`src/rtl/synchronous_fifo_pkg.sv`:
```
// Shared definitions for the synchronous FIFO family.
package synchronous_fifo_pkg;

   // Advance a circular pointer over 0..size-1 without assuming a power-of-two size.
   function automatic int next_ptr(input int ptr, input int size);
      return (ptr == size - 1) ? 0 : ptr + 1;
   endfunction

endpackage

```
`src/rtl/synchronous_fifo_level.sv`:
```
// Occupancy tracking: count, high-water mark, almost flags and the
// registered handshake qualifiers derived from next-count.
module synchronous_fifo_level #(
   parameter int depth    = 4,
   parameter int size     = 16,
   parameter int ae_level = 2,
   parameter int af_level = 14
) (
   input  logic           clock,
   input  logic           reset,
   input  logic           flush,
   input  logic           wr_fire,
   input  logic           rd_fire,
   output logic [depth:0] count,
   output logic [depth:0] high_water,
   output logic           almost_empty,
   output logic           almost_full,
   output logic           din_ready,
   output logic           dout_valid
);
   localparam int lvl_w = depth + 1;
   localparam logic [depth:0] size_lvl = lvl_w'(size);
   localparam logic [depth:0] ae_lvl   = lvl_w'(ae_level);
   localparam logic [depth:0] af_lvl   = lvl_w'(af_level);
   localparam logic [depth:0] one_lvl  = lvl_w'(1);

   logic [depth:0] count_reg, count_next;
   logic [depth:0] high_water_reg, high_water_next;
   logic           almost_empty_reg, almost_full_reg;
   logic           din_ready_reg, dout_valid_reg;

   // Next occupancy: simultaneous read and write cancel out.
   always_comb begin
      count_next = count_reg;
      case ({wr_fire, rd_fire})
         2'b10:   count_next = count_reg + one_lvl;
         2'b01:   count_next = count_reg - one_lvl;
         default: count_next = count_reg;
      endcase
      high_water_next = (count_next > high_water_reg) ? count_next : high_water_reg;
   end

   // All level outputs register from next-count so they stay aligned with count.
   always_ff @(posedge clock) begin
      if (reset || flush) begin
         count_reg        <= '0;
         high_water_reg   <= '0;
         almost_empty_reg <= 1'b1;
         almost_full_reg  <= 1'b0;
         din_ready_reg    <= 1'b1;
         dout_valid_reg   <= 1'b0;
      end else begin
         count_reg        <= count_next;
         high_water_reg   <= high_water_next;
         almost_empty_reg <= (count_next <= ae_lvl);
         almost_full_reg  <= (count_next >= af_lvl);
         din_ready_reg    <= (count_next != size_lvl);
         dout_valid_reg   <= (count_next != '0);
      end
   end

   assign count        = count_reg;
   assign high_water   = high_water_reg;
   assign almost_empty = almost_empty_reg;
   assign almost_full  = almost_full_reg;
   assign din_ready    = din_ready_reg;
   assign dout_valid   = dout_valid_reg;

endmodule

```
`src/rtl/synchronous_fifo.sv`:
```
// Single-clock first-word-fall-through FIFO with arbitrary capacity,
// live level, almost flags, synchronous flush and high-water mark.
module synchronous_fifo
   import synchronous_fifo_pkg::*;
#(
   parameter int width    = 8,
   parameter int depth    = 4,
   parameter int size     = 16,
   parameter int ae_level = 2,
   parameter int af_level = 14
) (
   input  logic             clock,
   input  logic             reset,
   input  logic             flush,
   input  logic [width-1:0] din,
   input  logic             din_valid,
   output logic             din_ready,
   output logic [width-1:0] dout,
   output logic             dout_valid,
   input  logic             dout_ready,
   output logic [depth:0]   count,
   output logic             almost_empty,
   output logic             almost_full,
   output logic [depth:0]   high_water
);
   // Reject parameter sets that cannot describe a working FIFO.
   if (size < 2 || size > (1 << depth) || ae_level < 0 ||
       ae_level >= af_level || af_level > size) begin : g_bad_params
      $error("synchronous_fifo: illegal width/depth/size/ae_level/af_level combination");
   end

   logic [width-1:0] mem [size];
   logic [depth-1:0] wr_ptr_reg, wr_ptr_next;
   logic [depth-1:0] rd_ptr_reg, rd_ptr_next;
   logic             wr_fire, rd_fire;

   // Flush and reset drop any coincident transfer, including the storage write.
   assign wr_fire = din_valid & din_ready & ~flush & ~reset;
   assign rd_fire = dout_valid & dout_ready & ~flush & ~reset;

   // Pointer successors wrap at size-1.
   always_comb begin
      wr_ptr_next = wr_ptr_reg;
      rd_ptr_next = rd_ptr_reg;
      if (wr_fire) wr_ptr_next = depth'(next_ptr(32'(wr_ptr_reg), size));
      if (rd_fire) rd_ptr_next = depth'(next_ptr(32'(rd_ptr_reg), size));
   end

   // Pointer registers; flush rewinds them like reset.
   always_ff @(posedge clock) begin
      if (reset || flush) begin
         wr_ptr_reg <= '0;
         rd_ptr_reg <= '0;
      end else begin
         wr_ptr_reg <= wr_ptr_next;
         rd_ptr_reg <= rd_ptr_next;
      end
   end

   // Storage write; contents are never cleared, validity comes from count.
   always_ff @(posedge clock) begin
      if (wr_fire) mem[wr_ptr_reg] <= din;
   end

   // Head is read combinationally and masked when the FIFO is empty.
   assign dout = dout_valid ? mem[rd_ptr_reg] : '0;

   synchronous_fifo_level #(
      .depth    (depth),
      .size     (size),
      .ae_level (ae_level),
      .af_level (af_level)
   ) u_level (
      .clock        (clock),
      .reset        (reset),
      .flush        (flush),
      .wr_fire      (wr_fire),
      .rd_fire      (rd_fire),
      .count        (count),
      .high_water   (high_water),
      .almost_empty (almost_empty),
      .almost_full  (almost_full),
      .din_ready    (din_ready),
      .dout_valid   (dout_valid)
   );

endmodule

```
`config.mk`:
```
export PLATFORM = sky130hd
export DESIGN_NAME = synchronous_fifo
export DESIGN_NICKNAME = d
export VERILOG_FILES = /design/src/rtl/synchronous_fifo_pkg.sv /design/src/rtl/synchronous_fifo_level.sv /design/src/rtl/synchronous_fifo.sv
export SDC_FILE = /design/constraint.sdc
export NUM_CORES = 1
export LEC_CHECK = 0
export ABC_AREA = 1
export CAP_MARGIN = 20
export CORE_UTILIZATION = 54
export CTS_CLUSTER_DIAMETER = 100
export DETAILED_ROUTE_END_ITERATION = 10
export GPL_TIMING_DRIVEN = 0
export PLACE_DENSITY = 0.72
export SLEW_MARGIN = 5
export SYNTH_ARGS = -nofsm -noshare
export SYNTH_HDL_FRONTEND = slang
export SYNTH_HIERARCHICAL = 1
export SYNTH_SLANG_ARGS = --single-unit
```
`constraint.sdc`:
```
create_clock -name clock -period 3.6 [get_ports clock]
set_clock_uncertainty 0.15 [all_clocks]
set_input_delay 0.72 -clock clock [delete_from_list [all_inputs] [get_ports clock]]
set_output_delay 0.72 -clock clock [all_outputs]
set_load 0.02 [all_outputs]
```
==> impl_metrics.ini <==
[outcome]
status = complete, no violations

[sta]
fin_setup_tns_ps = 0
fin_crit_sh = 0.9806
maxSlewHeadroom = 0.4291
worst_pin_slew_ps = 853.2
period_needed_ps = 3530
rsz0062_at_grt = true
setup_viol = 0
fmax_ghz = 0.2833
timing.final.ws_setup_ps = 69.72
drv_slew = 0
hold_viol = 0

[power]
power_leakage_nw = 3.483
switchingPower_mw = 1.102
p_clk_frac = 0.378
power.total_mw = 4.249
power_frac_seq = 0.469
power_frac_comb = 0.153
powerDensity_nw_per_um2 = 508.6
sw_frac_of_total = 0.2593
internal-power_mw = 3.148
peakVddDrop_mv = 0.6058

[worst_setup_path]
crit_fanout = 5
startpoint = reset
end_kind = flip-flop
cp_data_required_time_ps = 3810
crit_type = input pin to flip-flop
critPathArrivalTime_ps = 3740
critPathLaunchType = input pin
rr_startpoint = u_level/dout_valid

[detailed_routing]
drtIter0Drc = 610
vias = 5173
antenna_violating_nets_post_route = 0
drt-total-wl_um = 16910
wl_met2_um = 8144
wl_met1_um = 6914
top_layer = met4
firstDrtPassIters = 5
viasPerCell = 5.284
route.met3.wl_um = 1311
drc = 0
wire_per_inst_um = 17.27

[hold_path]
hp-class = flip-flop to flip-flop
holdCritStartpoint = rd_ptr_reg[2]

[flow_run]
cap_violations = 0

[die]
start_util = 0.5531
num_rows = 41
coreArea_um2 = 12570
pin_count = 35
die_w_um = 115.5
die_area_um2 = 13330
die_height_um = 115.5

[clocking]
clock_sink_count = 154
clock_latency_ps = 420
htree_levels = 4
numCtsBuffers = 17
cts_buffer_depth = 2
hold_buffers = 0
cts_root_buffer = clkbuf_16
cts_tree = done
path_clk_slew_ps = 60

[synthesis]
synth_nets = 739
synth_area_leaders = edfxtp_1 (55%), nand2_1 (12%), dfxtp_1 (7.5%)
yosys_warnings = 6
ys_ff_latch = 154
synth_area_um2 = 6952
avgSynthCellArea_um2 = 9.736
synth.distinct_cells = 31
ys_seq_area_frac = 0.6278
synth_top_cell_by_area = edfxtp_1
yosys.area.top_type_share = 0.5529
syn_inst = 714

[global_route]
grt_usage = 0.2699
grt_first_pass_wirelength_um = 25390
grt_overflow = 0
grt_pass1_vias = 4731
grt_max_degree = 17
antenna_found_initial = 0

[placement]
port_buffers = 34
place_ws_ps = -1050
globalplace.congestion = 0.9503
postPlaceCellArea_um2 = 7552
hpwl_um = 11310

[layout]
antenna_cells = 0
largest_reg_flops = 128
area_delta_synth_final_pct = 20.19
nNetsFinal = 819
final_area_um2 = 8356
drive_gt1_frac = 0.1487
## logic make-up after synthesis
| logic type | share of synthesized area |
|---|---|
| xor gates and xnor gates | 0.006121 |
| adders and majority gates | 0.02160 |
| DFF | 0.6278 |
| and+or+nand+nor | 0.2381 |
| buffers and inverters | 0.07901 |
| AOI/OAI and AO/OA | 0.02736 |
## placed cells by master (no fill, tap or decap), drive strengths merged
| cell | count |
|---|---|
| nand3 | 99 |
| o21bai | 1 |
| dfxtp | 26 |
| nor2 | 41 |
| clkbuf | 18 |
| nand3b | 1 |
| nand2 | 233 |
| clkinvlp | 4 |
| edfxtp | 128 |
| nor3 | 4 |
| xor2 | 3 |
| ha | 12 |
| dlygate4sd2 | 2 |
| buf | 52 |
| clkinv | 9 |
| a21oi | 20 |
| o21ai | 15 |
| xnor2 | 1 |
| or2 | 3 |
| bufinv | 1 |
| clkdlybuf4s50 | 30 |
| inv | 104 |
## stage by stage
| stage | hold slack (ps) | util | cells |
|---|---|---|---|
| floorplan | 304.5 | - | 714 |
| global placement | 327.6 | 0.6005 | 920 |
| detailed placement | 343.1 | 0.6009 | 921 |
| CTS | 345.4 | 0.6548 | 972 |
| global route | 384.4 | 0.6648 | 979 |
| finish | 348.2 | 0.6648 | 979 |
## cell usage after synthesis, drive strengths merged
library cell  instances
nand2               232
edfxtp              128
inv                 103
nand3                99
nor2                 41
dfxtp                26
buf                  24
a21oi                20
o21ai                15
ha                   12
nor3                  4
or2                   3
xor2                  3
clkbuf                1
nand3b                1
o21bai                1
xnor2                 1
## layer usage
metal / global-route usage / vias up
li1: - / 2483
met1: 0.3477 / 2392
met2: 0.4435 / 256
met3: 0.04759 / 42
met4: 0.1325 / 0
met5: 0 / -
## cell type report
type                    count  area, um^2
clock buffers              17       425.4
multi-input cells         433        2147
well taps                 172       215.2
repair buffers             61       548.0
flip-flops and latches    154        4364
fillers                   987        4213
clock inverters            15       107.6
inverters                 103       396.6
plain buffers              24       151.4
## critical path: stages
cell and delay [ps]:
buf_8 100, nor2_4 140, inv_4 70, nor2_8 120, inv_4 40, ha_4 180
nand2_4 70, inv_4 40, nor2_4 110, ha_4 150, a21oi_4 40, or2_4 250
o21ai_4 130, a21oi_2 60, o21ai_1 100, xor2_1 270, inv_2 90, ha_4 290
inv_4 40, nor2_4 100, nand3b_1 190, nand2_4 140, nand2_2 60, nand2_1 60
nand2_1 40, nor2_1 100
## path summary, 6_finish.rpt
check,slack (ps),cells after the start,end
max,70,26,u_level/high_water[1]
min,350,2,rd_ptr_reg[2]
max reg2reg,250,22,u_level/high_water[1]
min reg2reg,350,2,rd_ptr_reg[2]
## what timing repair did
| item | in CTS | in global routing |
|---|---|---|
| pin swaps | 15 | 14 |
| cloned | 1 | 0 |
| gates resized for setup | 16 | 16 |
| buffers inserted | 19 | 7 |
| setup endpoints to repair | 5 | 5 |
## power by group through the flow
stage / logic [mW] / registers (mW) / clock network [mW]
after CTS: 0.636 / 1.99 / 1.63
after global placement: 0.566 / 2.03 / 0
after global routing: 0.712 / 2.00 / 1.69
after detailed placement: 0.588 / 2.03 / 0
final: 0.648 / 1.99 / 1.61
after floorplan: 0.378 / 2.06 / 0
No activity file was read; power rests on OpenSTA's default activity.
